===== config.mk =====
export PLATFORM = sky130hd
export DESIGN_NAME = clic_gateway
export DESIGN_NICKNAME = d
export VERILOG_FILES = /design/src/rtl/clic_pkg.sv /design/src/rtl/clic_sync.sv /design/src/rtl/clic_gateway.sv
export SDC_FILE = /design/constraint.sdc
export NUM_CORES = 1
export LEC_CHECK = 0
export ABC_AREA = 1
export BUFFER_PORTS_ARGS = -buffer_cell sky130_fd_sc_hd__clkbuf_2
export CAP_MARGIN = 10
export CORE_ASPECT_RATIO = 1.2
export CORE_MARGIN = 4
export CORE_UTILIZATION = 54
export DETAILED_ROUTE_END_ITERATION = 10
export PLACE_DENSITY = 0.89
export RECOVER_POWER = 100
export REMOVE_ABC_BUFFERS = 1
export SLEW_MARGIN = 20
export SYNTH_ARGS = -nofsm -noshare
export SYNTH_HDL_FRONTEND = slang
export SYNTH_SLANG_ARGS = --single-unit
export TNS_END_PERCENT = 100

===== constraint.sdc =====
create_clock -name clk_i -period 1.8 [get_ports clk_i]
set_input_delay 0.36 -clock clk_i [delete_from_list [all_inputs] [get_ports clk_i]]
set_output_delay 0.36 -clock clk_i [all_outputs]
set_load 0.02 [all_outputs]

===== src/rtl/clic_pkg.sv =====
// rtl/clic_pkg.sv - shared trigger-encoding constants for the CLIC blocks
// Purpose : attr_trig field encodings shared by the gateway and the register adapter.
// Ports   : none (package).
package clic_pkg;

   localparam logic TRIG_LEVEL   = 1'b0;   // attr_trig[0] value for level-sensitive
   localparam logic TRIG_EDGE    = 1'b1;   // attr_trig[0] value for edge-triggered
   localparam int   TRIG_POL_BIT = 1;      // attr_trig bit selecting active-low / falling edge

endpackage


===== src/rtl/clic_sync.sv =====
// rtl/clic_sync.sv - N-stage reset-to-0 single-bit synchroniser
// Purpose : brings one possibly asynchronous line into the clk_i domain.
// Ports   : clk_i, rst_ni (async active-low), d_i raw line, q_o synchronised line.
//           STAGES must be >= 1; the zero-stage bypass lives in the instantiating block.
module clic_sync #(
   parameter int STAGES = 2
) (
   input  logic clk_i,
   input  logic rst_ni,
   input  logic d_i,
   output logic q_o
);

   logic [STAGES-1:0] ff_q, ff_d;

   always_comb begin
      ff_d    = ff_q;
      ff_d[0] = d_i;
      for (int k = 1; k < STAGES; k++) begin
         ff_d[k] = ff_q[k-1];
      end
   end

   always_ff @(posedge clk_i or negedge rst_ni) begin
      if (!rst_ni) begin
         ff_q <= '0;
      end else begin
         ff_q <= ff_d;
      end
   end

   assign q_o = ff_q[STAGES-1];

endmodule


===== src/rtl/clic_gateway.sv =====
// rtl/clic_gateway.sv - per-source CLIC interrupt gateway producing pending bits
// Purpose : synchronises interrupt lines, applies polarity, latches edge events
//           until claimed or software-cleared, and follows lines in level mode.
// Ports   : clk_i, rst_ni (async active-low)
//           intr_src_i  raw interrupt lines
//           le_i/pol_i  per-source trigger type / polarity
//           sw_set_i/sw_clr_i  one-cycle software set / clear pulses
//           claim_valid_i/claim_id_i  claim from the core
//           claim_ack_o/claim_edge_o  registered claim response
//           ip_o        registered pending bits
module clic_gateway
   import clic_pkg::*;
#(
   parameter int N_SOURCE    = 32,
   parameter int SYNC_STAGES = 2,
   parameter int IDW         = $clog2(N_SOURCE)
) (
   input  logic                clk_i,
   input  logic                rst_ni,
   input  logic [N_SOURCE-1:0] intr_src_i,
   input  logic [N_SOURCE-1:0] le_i,
   input  logic [N_SOURCE-1:0] pol_i,
   input  logic [N_SOURCE-1:0] sw_set_i,
   input  logic [N_SOURCE-1:0] sw_clr_i,
   input  logic                claim_valid_i,
   input  logic [IDW-1:0]      claim_id_i,
   output logic                claim_ack_o,
   output logic                claim_edge_o,
   output logic [N_SOURCE-1:0] ip_o
);

   logic [N_SOURCE-1:0] s;
   logic [N_SOURCE-1:0] p_q, p_d;     // previous synchronised value (pre-polarity)
   logic [N_SOURCE-1:0] ip_q, ip_d;
   logic [1:0]          cnt_q, cnt_d;
   logic                armed_q, armed_d;
   logic                ack_q, ack_d;
   logic                cedge_q, cedge_d;

   logic [N_SOURCE-1:0] edge_m, a, pa, e, clm, clr;

   for (genvar gi = 0; gi < N_SOURCE; gi++) begin : g_src
      if (SYNC_STAGES == 0) begin : g_bypass
         assign s[gi] = intr_src_i[gi];
      end else begin : g_sync
         clic_sync #(.STAGES(SYNC_STAGES)) u_sync (
            .clk_i (clk_i),
            .rst_ni(rst_ni),
            .d_i   (intr_src_i[gi]),
            .q_o   (s[gi])
         );
      end
   end

   always_comb begin
      edge_m = le_i ~^ {N_SOURCE{TRIG_EDGE}};
      a      = s ^ pol_i;
      // Polarity is applied to the stored value with the current pol_i, so a
      // polarity change flips both sides of the compare and never fakes an edge.
      pa     = p_q ^ pol_i;
      e      = {N_SOURCE{armed_q}} & a & ~pa;
      clm    = '0;
      for (int i = 0; i < N_SOURCE; i++) begin
         clm[i] = claim_valid_i && (claim_id_i == IDW'(i));
      end
      clr    = sw_clr_i | clm;
      // Set terms are ORed after the clear mask, so a new event wins over a clear.
      ip_d   = (edge_m & (e | sw_set_i | (ip_q & ~clr))) | (~edge_m & a);
      p_d    = s;

      // Out-of-range IDs match no bit of clm, so they ack with edge=0 and change nothing.
      ack_d   = claim_valid_i;
      cedge_d = |(clm & edge_m & ip_q);

      // Warm-up: the reset-zero synchroniser/p flops would otherwise show a
      // rising active value on lines that idle active.
      armed_d = armed_q | (cnt_q == 2'(SYNC_STAGES));
      cnt_d   = armed_q ? cnt_q : cnt_q + 2'd1;
   end

   always_ff @(posedge clk_i or negedge rst_ni) begin
      if (!rst_ni) begin
         p_q     <= '0;
         ip_q    <= '0;
         cnt_q   <= '0;
         armed_q <= 1'b0;
         ack_q   <= 1'b0;
         cedge_q <= 1'b0;
      end else begin
         p_q     <= p_d;
         ip_q    <= ip_d;
         cnt_q   <= cnt_d;
         armed_q <= armed_d;
         ack_q   <= ack_d;
         cedge_q <= cedge_d;
      end
   end

   assign ip_o         = ip_q;
   assign claim_ack_o  = ack_q;
   assign claim_edge_o = cedge_q;

endmodule


After elaboration in Yosys (flattened, before gate mapping) --
Cells that the tools add are included.
Cells by class: bitwise logic cells 17, mux-type cells 0, shifts and indexed selects 0, multiply operators 0, divide/modulo/power cells 0, $lt $le $gt $ge 0, equal/unequal tests 32, add/sub/neg operators 1, reductions and logical operators 34
Operators with widths (number):
- 32-bit bitwise AND | 7
- 32-bit OR | 4
- 32-bit inverter | 3
- 5-bit == test (second input constant) | 16
- 32-bit XOR | 2
- 5-bit by 4-bit == test with 1-bit output (second input constant) | 8
- 1-bit logical AND | 32
- 32-bit OR reduction | 1
- 5-bit by 3-bit == test with 1-bit output (second input constant) | 4
- 5-bit by 2-bit == test with 1-bit output (second input constant) | 2
- 5-bit by 1-bit == test with 1-bit output (second input constant) | 1
- 5-bit zero test | 1
- 2-bit by 1-bit adder with 2-bit output (second input constant) | 1
- 2-bit == test (second input constant) | 1
- 1-bit OR | 1
Storage, ports and cells: input port bits 168, bits in read-only memories 0, bits in writable memories 0, word-level logic and storage cells 122, output and inout bits 34, register bits after elaboration 133, memories kept 0, latch bits 0

Longest topological paths before layout --
Gate-level depths: netlist of run 1.
depth after elaboration 8, gate-level depth with buffers 9, gate-level depth less buffers 9

Modules after synthesis --
From an unflattened synthesis of run 1, not the netlist that was laid out.
Second synthesis, totals: cell total of the unflattened synthesis 584, area total of the unflattened synthesis 5665.4 um^2
By module, submodules not included:
- clic_gateway | area each 4063.9 um^2, sequential area each 1726.7 um^2, cells an instance 520, instances 1
- clic_sync | area each 50.0 um^2, sequential area each 50.0 um^2, cells an instance 2, instances 32

Worst setup path before layout of run 1 --
OpenSTA, ideal clock, no wires.
kind input -> register, from in claim_valid_i, to reg cedge_q (netlist: claim_edge_o), buffers on the path 1, cell stages on the path 9, required time 1.681 ns, path slack 0.664 ns, library setup time 0.119 ns, arrival 1.017 ns, cell sequence inv_1 nor2_4 buf_2 nand3_1 nand2_1 nor2_1 nand2_1 nor2_1 nand2_1
On the way: word-level cells in the longest chain between the ends 4, elaborated cells between the ends (all ways) 35, those cells by class 2 x bitwise; 33 x reduce/logical
Ends and longest elaborated chain:
- start: declaration | RTL line clic_gateway.sv:25 | input logic claim_valid_i,
- 1-bit logical AND | RTL line clic_gateway.sv:64 | clm[i] = claim_valid_i && (claim_id_i == IDW'(i));
- 32-bit bitwise AND (*) (2 in a row) | RTL line clic_gateway.sv:73 | cedge_d = |(clm & edge_m & ip_q);
- 32-bit OR reduction (*) | RTL line clic_gateway.sv:73
- via cedge_d | RTL line clic_gateway.sv:38 | logic cedge_q, cedge_d;
- end signal: assignment | RTL line clic_gateway.sv:95 | cedge_q <= cedge_d;
- end: declaration | RTL line clic_gateway.sv:38
Mark *: on every way through the listed nets, which the timed path passes. The rest lies on a longest branch. A chain may end at the register's enable or synchronous reset.

Worst setup path after layout of run 1 --
from reg ip_q[19] (netlist: ip_o[19]), to out ip_o[19]
RTL lines:
- start: declaration | RTL line clic_gateway.sv:34 | logic [N_SOURCE-1:0] ip_q, ip_d;
- start signal: assignment | RTL line clic_gateway.sv:91 | ip_q <= ip_d;
- end: declaration | RTL line clic_gateway.sv:29 | output logic [N_SOURCE-1:0] ip_o
No word-level cell between the ends.

==> results of run 1 <==
-- sequential cells by signal, summed over array words and instances (netlist names) --
register	cells
claim_edge_o	1
ip_o	32
armed_q	1
g_src.g_sync.u_sync.ff_q	64
p_q	32
claim_ack_o	1
cnt_q	2
-- cell usage after synthesis --
master / n / share of area (%)
buf_4: 2 / 0.27
a31oi_1: 40 / 4.4
a21oi_1: 30 / 2.7
dfrtp_1: 133 / 59
ha_1: 1 / 0.22
nand3b_1: 28 / 3.7
nor2_4: 1 / 0.20
o221ai_1: 3 / 0.47
a21boi_0: 3 / 0.40
nand4_1: 3 / 0.33
nand3_1: 26 / 2.3
o21ai_0: 10 / 0.89
buf_2: 8 / 0.71
xor2_1: 28 / 4.3
inv_1: 69 / 4.6
o21ai_1: 2 / 0.18
inv_2: 1 / 0.066
or2_2: 1 / 0.11
nand2_1: 93 / 6.2
nor2_1: 67 / 4.5
xnor2_1: 29 / 4.5
-- stage by stage --
stage	power, mW	cells	hold slack, ns	setup slack, ns
after floorplan	3.795	568	0.06441	0.5481
after global placement	4.246	900	0.3050	0.2147
after detailed placement	4.305	900	0.3067	0.2006
after CTS	7.610	933	0.04141	0.4382
after global routing	7.843	933	0.03560	0.3255
final	7.537	933	0.05640	0.3595
-- power breakdown --
| part | internal [mW] | total [mW] | switching (mW) |
|---|---|---|---|
| Sequential | 3.19 | 3.31 | 0.126 |
| Clock | 2.05 | 3.30 | 1.25 |
| Combinational | 0.375 | 0.923 | 0.548 |
-- layer usage --
layer	vias up	part of all wire (%)	GRT usage, %
met3	34	7.3	6.628
li1	2311	-	-
met5	-	0	0
met4	0	2.7	9.559
met1	2339	36	28.07
met2	216	54	46.03
-- cell type report --
cell class,instances,share of cell area [%]
flip-flops and latches,133,45.14
clock buffers,22,6.567
multi-input cells,365,27.10
inverters,70,3.564
repair buffers,207,14.15
well taps,126,2.138
clock inverters,10,1.341
-- cell families (layout without fill, tap and decap cells) --
logic type / Yosys count / after routing / synth area share (%)
simple gates: 219 / 219 / 17.31
fa+ha+maj: 1 / 1 / 0.2216
flops: 133 / 133 / 58.97
compound gates: 88 / 88 / 9.022
xor+xnor: 57 / 57 / 8.845
buf+inv: 80 / 309 / 5.631
-- repair_timing --
action                                  4_1_cts  5_1_grt
endpoints found under the setup margin        0        0
hold buffers                                  1        0
gates resized for setup                       0        0
hold endpoints to repair                     41        0
-- worst paths after layout --
path	from	to	depth (start not counted)
setup reg to reg	armed_q$_DFF_PN0_	ip_o[26]$_DFF_PN0_	3
max in group asynchronous	rst_ni	ip_o[0]$_DFF_PN0_	3
min in group asynchronous	rst_ni	g_src[18].g_sync.u_sync.ff_q[1]$_DFF_PN0_	2
hold / removal	intr_src_i[3]	g_src[3].g_sync.u_sync.ff_q[0]$_DFF_PN0_	1
hold reg to reg	g_src[22].g_sync.u_sync.ff_q[0]$_DFF_PN0_	g_src[22].g_sync.u_sync.ff_q[1]$_DFF_PN0_	0
setup / recovery	ip_o[19]$_DFF_PN0_	ip_o[19]	1
==> results.py, run 1 <==
metrics = {
    "critical_path": {
        "required_ns": 1.44,
        "cp_slowest_cell": "dfrtp_1",
        "worstSetupPathType": "reg -> out",
        "crit_buf_inv": 1,
        "cpLargestDelayFamily": "flip-flops",
        "cp.arrival_ns": 1.08,
        "cpPeakStageDelay_ns": 0.38,
        "path_cells": "clkbuf_1",
        "r2r_slack_ns": 0.56,
        "cp_max_fo": 3,
        "startpoint_type": "register",
        "end_kind": "output port",
    },
    "timing": {
        "min_period_ns": 1.440,
        "slew_viol_final": 0,
        "skew_ns": 0.003601,
        "finalSetupViolCount": 0,
        "hold_viol_final": 0,
        "max_freq_mhz": 694.2,
        "tns_ns": 0,
        "worst_pin_slew_ns": 0.5842,
        "slew_headroom_pct": 60.99,
        "min_period_over_period_pct": 80.03,
        "rsz0062_at_grt": "no",
    },
    "layout": {
        "drive_gt1_share_pct": 24.66,
        "area_growth_pct": 30.64,
        "fillers": 746,
        "design_area_sq_um": 7373,
        "utilization_pct": 72.93,
        "fin_nets": 963,
        "multi_input_area_sq_um": 1998,
        "regArea_sq_um": 3328,
        "layout_common_cells": "160 x clkbuf_2, 133 x dfrtp_1, 93 x nand2_1",
        "diodes": 0,
        "final_common_cell": "clkbuf_2",
    },
    "clock_network": {
        "cts_tree": "done",
        "clockBufferDepth": 2,
        "clk_pin_slew_worst_paths_ns": 0.06,
        "cts_inserted_buffers": 17,
        "post_cts_buffers": 0,
        "clk_latency_ns": 0.41,
        "cts_root_buffer": "clkbuf_16",
        "clock_sinks": 133,
        "htreeDepth": 4,
    },
    "yosys": {
        "ys_ff_latch": 133,
        "synth_cell_types": 21,
        "syn_inst": 578,
        "avgSynthCellArea_sq_um": 9.765,
        "ys_seq_area_share_pct": 58.97,
        "yosys_warnings": 0,
        "syn_area_sq_um": 5644,
    },
    "routing": {
        "wire_per_inst_um": 16.03,
        "wirelength_um": 14950,
        "first_pass_iters": 5,
        "ant_nets": 0,
        "via_per_inst": 5.252,
        "drt_first_iter_violations": 209,
        "drc_errors": 0,
        "num_vias": 4900,
    },
    "min_path": {
        "worst_hold_path_type": "in -> reg",
    },
    "pwr": {
        "irDropWorstVdd_mv": 0.7054,
        "p_leak_nw": 3.740,
        "power_density_nw_per_um2": 1022,
    },
    "grt": {
        "grt_start_max_net_pins": 49,
        "grt_pass1_wl_um": 23920,
        "first_global_vias": 5258,
        "antenna_found_initial": 0,
        "track_usage_pct": 25.44,
        "grt.overflow.total": 0,
    },
    "placed_design": {
        "dp_hpwl_um": 11310,
        "placed_area_sq_um": 6834,
        "gp_congestion": 0.8327,
        "portBuffers": 201,
    },
    "floorplan": {
        "die_area_sq_um": 12160,
        "fp.dieH_um": 120.0,
        "start_util_pct": 55.83,
        "die_w_um": 101.3,
        "pin_count": 202,
        "core_area_sq_um": 10110,
        "core.rowCount": 40,
    },
    "run_status": {
        "status": "finished, final reports clean",
    },
    "job": {
        "drv_cap": 0,
    },
}
Note: power is estimated with default switching activity, not from simulation.
==> inputs of run 2 (changes only) <==
- CORE_UTILIZATION: 54 -> 45
- PLACE_DENSITY: 0.89 -> 0.79
- clock period: 1.8 -> 1.2 ns (I/O delays scaled with it)
==> run 2 against run 1 <==
The run now ends with setup timing left. Sequential power increased by 50%. Count of clock-buffer cells in the layout down 4. Flip-flop and latch count did not move. Combinational power increased by 89%. Non-clock buffer count up 63. Clock power up 53%. First-iteration DRC count shrank 22%. Die area rose by 18%. Critical path type unchanged.
==> results.py, run 2 (synthesized netlist as in run 1, its figures left out) <==
metrics = {
    "floorplan": {
        "core_area_sq_um": 12170,
        "fp.dieH_um": 130.7,
        "core.rowCount": 44,
        "die_w_um": 110.2,
        "pin_count": 202,
        "die_area_sq_um": 14410,
        "start_util_pct": 46.39,
    },
    "clock_network": {
        "cts_tree": "done",
        "clk_pin_slew_worst_paths_ns": 0.06,
        "clockBufferDepth": 2,
        "cts_inserted_buffers": 17,
        "cts_root_buffer": "clkbuf_16",
        "clock_sinks": 133,
        "clk_latency_ns": 0.41,
        "htreeDepth": 4,
    },
    "placed_design": {
        "dp_hpwl_um": 11130,
        "gp_congestion": 0.8181,
        "portBuffers": 201,
    },
    "layout": {
        "drive_gt1_share_pct": 30.80,
        "fillers": 956,
        "regMostFlops": "g_src.g_sync.u_sync.ff_q",
        "regArea_sq_um": 3328,
        "fin_nets": 1026,
        "multi_input_area_sq_um": 2003,
        "layout_common_cells": "164 x clkbuf_2, 133 x dfrtp_1, 92 x nand2_1",
        "largest_reg_flops": 64,
        "final_common_cell": "clkbuf_2",
        "area_growth_pct": 46.33,
    },
    "min_path": {
        "worst_hold_path_type": "in -> reg",
    },
    "pwr": {
        "total_power_mw": 11.76,
        "switching_share_pct": 25.59,
        "comb_power_share_pct": 14.8,
        "power_density_nw_per_um2": 1424,
        "p_leak_nw": 4.210,
        "p_clk_share_pct": 42.9,
        "p_seq_share_pct": 42.3,
        "irDropWorstVdd_mv": 1.350,
        "switching_power_mw": 3.009,
        "p_int_mw": 8.749,
    },
    "timing": {
        "max_freq_mhz": 812.5,
        "rsz0062_at_grt": "yes",
        "min_period_over_period_pct": 102.6,
        "min_period_ns": 1.231,
        "tns_ns": -0.1168,
        "worst_pin_slew_ns": 0.8347,
        "finalSetupViolCount": 8,
        "hold_viol_final": 0,
        "slew_headroom_pct": 44.35,
        "slew_viol_final": 0,
        "skew_ns": 0.007099,
        "layout_setup_ws_ns": -0.03074,
    },
    "grt": {
        "first_global_vias": 4972,
        "grt_start_max_net_pins": 34,
        "antenna_found_initial": 2,
        "grt.overflow.total": 0,
        "track_usage_pct": 21.05,
        "grt_pass1_wl_um": 23180,
    },
    "routing": {
        "num_vias": 4954,
        "first_pass_iters": 4,
        "drt_first_iter_violations": 162,
        "wirelength_um": 14840,
        "via_per_inst": 4.796,
        "drc_errors": 0,
        "wire_per_inst_um": 14.36,
        "ant_nets": 0,
    },
    "critical_path": {
        "cpLargestDelayFamily": "flip-flops",
        "end_kind": "output port",
        "startpoint_type": "register",
        "crit_buf_inv": 1,
        "cp_max_fo": 2,
        "path_cells": "clkbuf_8",
        "cp.arrival_ns": 0.99,
        "required_ns": 0.96,
        "cp_slowest_cell": "dfrtp_1",
        "r2r_slack_ns": -0.02,
        "worstSetupPathType": "reg -> out",
        "cpPeakStageDelay_ns": 0.42,
    },
    "run_status": {
        "violations": "setup timing",
        "status": "complete, but fails checks",
    },
    "job": {
        "drv_cap": 0,
    },
}
[run 2: layer usage]
metal / GRT usage (%) / routed length (um) / vias to the layer above / share of wire [%]
li1: - / - / 2435 / -
met5: 0 / 0 / - / 0
met2: 37.00 / 7742 / 173 / 52
met1: 25.26 / 5839 / 2321 / 39
met3: 5.602 / 981 / 25 / 6.6
met4: 6.377 / 271 / 0 / 1.8
[run 2: worst paths after layout]
path,start,to,cells after the start
worst max register to register,ip_o[10]$_DFF_PN0_,claim_edge_o$_DFF_PN0_,8
min in group asynchronous,rst_ni,g_src[31].g_sync.u_sync.ff_q[0]$_DFF_PN0_,2
worst max-delay path,ip_o[10]$_DFF_PN0_,ip_o[10],1
max in group asynchronous,rst_ni,p_q[21]$_DFF_PN0_,3
worst min register to register,g_src[1].g_sync.u_sync.ff_q[0]$_DFF_PN0_,g_src[1].g_sync.u_sync.ff_q[1]$_DFF_PN0_,0
worst min-delay path,sw_set_i[30],ip_o[30]$_DFF_PN0_,3
[run 2: per-stage QoR]
stage	cell area, sq um	hold WS, ns	worst slack, ns	utilization, %	instances
floorplan	5589	-0.05559	-0.03966	-	568
global placement	7066	0.1448	-0.1327	58.07	955
CTS	8118	0.08132	-0.04775	66.72	1029
global route	8259	0.09202	-0.1218	67.88	1033
detailed placement	7066	0.1445	-0.1646	58.07	955
finish	8259	0.08842	-0.03074	67.88	1033
[run 2: power by group through the flow]
stage / Sequential (mW) / Clock [mW] / Combinational (mW)
2_1_floorplan: 5.15 / 0 / 0.539
3_3_place_gp: 5.02 / 0 / 1.42
3_5_place_dp: 5.03 / 0 / 1.45
4_1_cts: 4.95 / 5.13 / 1.63
5_1_grt: 5.00 / 5.37 / 1.92
6_report: 4.97 / 5.05 / 1.74
[run 2: timing repair]
action                                 in CTS  in global routing
setup endpoints to repair                  33                 34
endpoints found under the hold margin      58                  0
hold buffers                               34                  0
buffers inserted                            8                  2
gates resized for setup                    18                 76
pin swaps                                   0                  6
[run 2: cell type report]
| cell class | count | share of cell area (%) |
|---|---|---|
| antenna | 2 | 0.06060 |
| inverter | 70 | 3.181 |
| clock inverter | 14 | 1.833 |
| sequential | 133 | 40.30 |
| multi-input combinational | 365 | 24.25 |
| tap | 161 | 2.439 |
| clock buffer | 18 | 5.196 |
| timing repair buffer | 270 | 22.74 |
[run 2: tightest hold or removal path, delay by kind of cell]
| family | cells | cell delay (ns) |
|---|---|---|
| AOI/OAI and AO/OA | 2 | 0.12 |
| buffers and inverters | 1 | 0.10 |
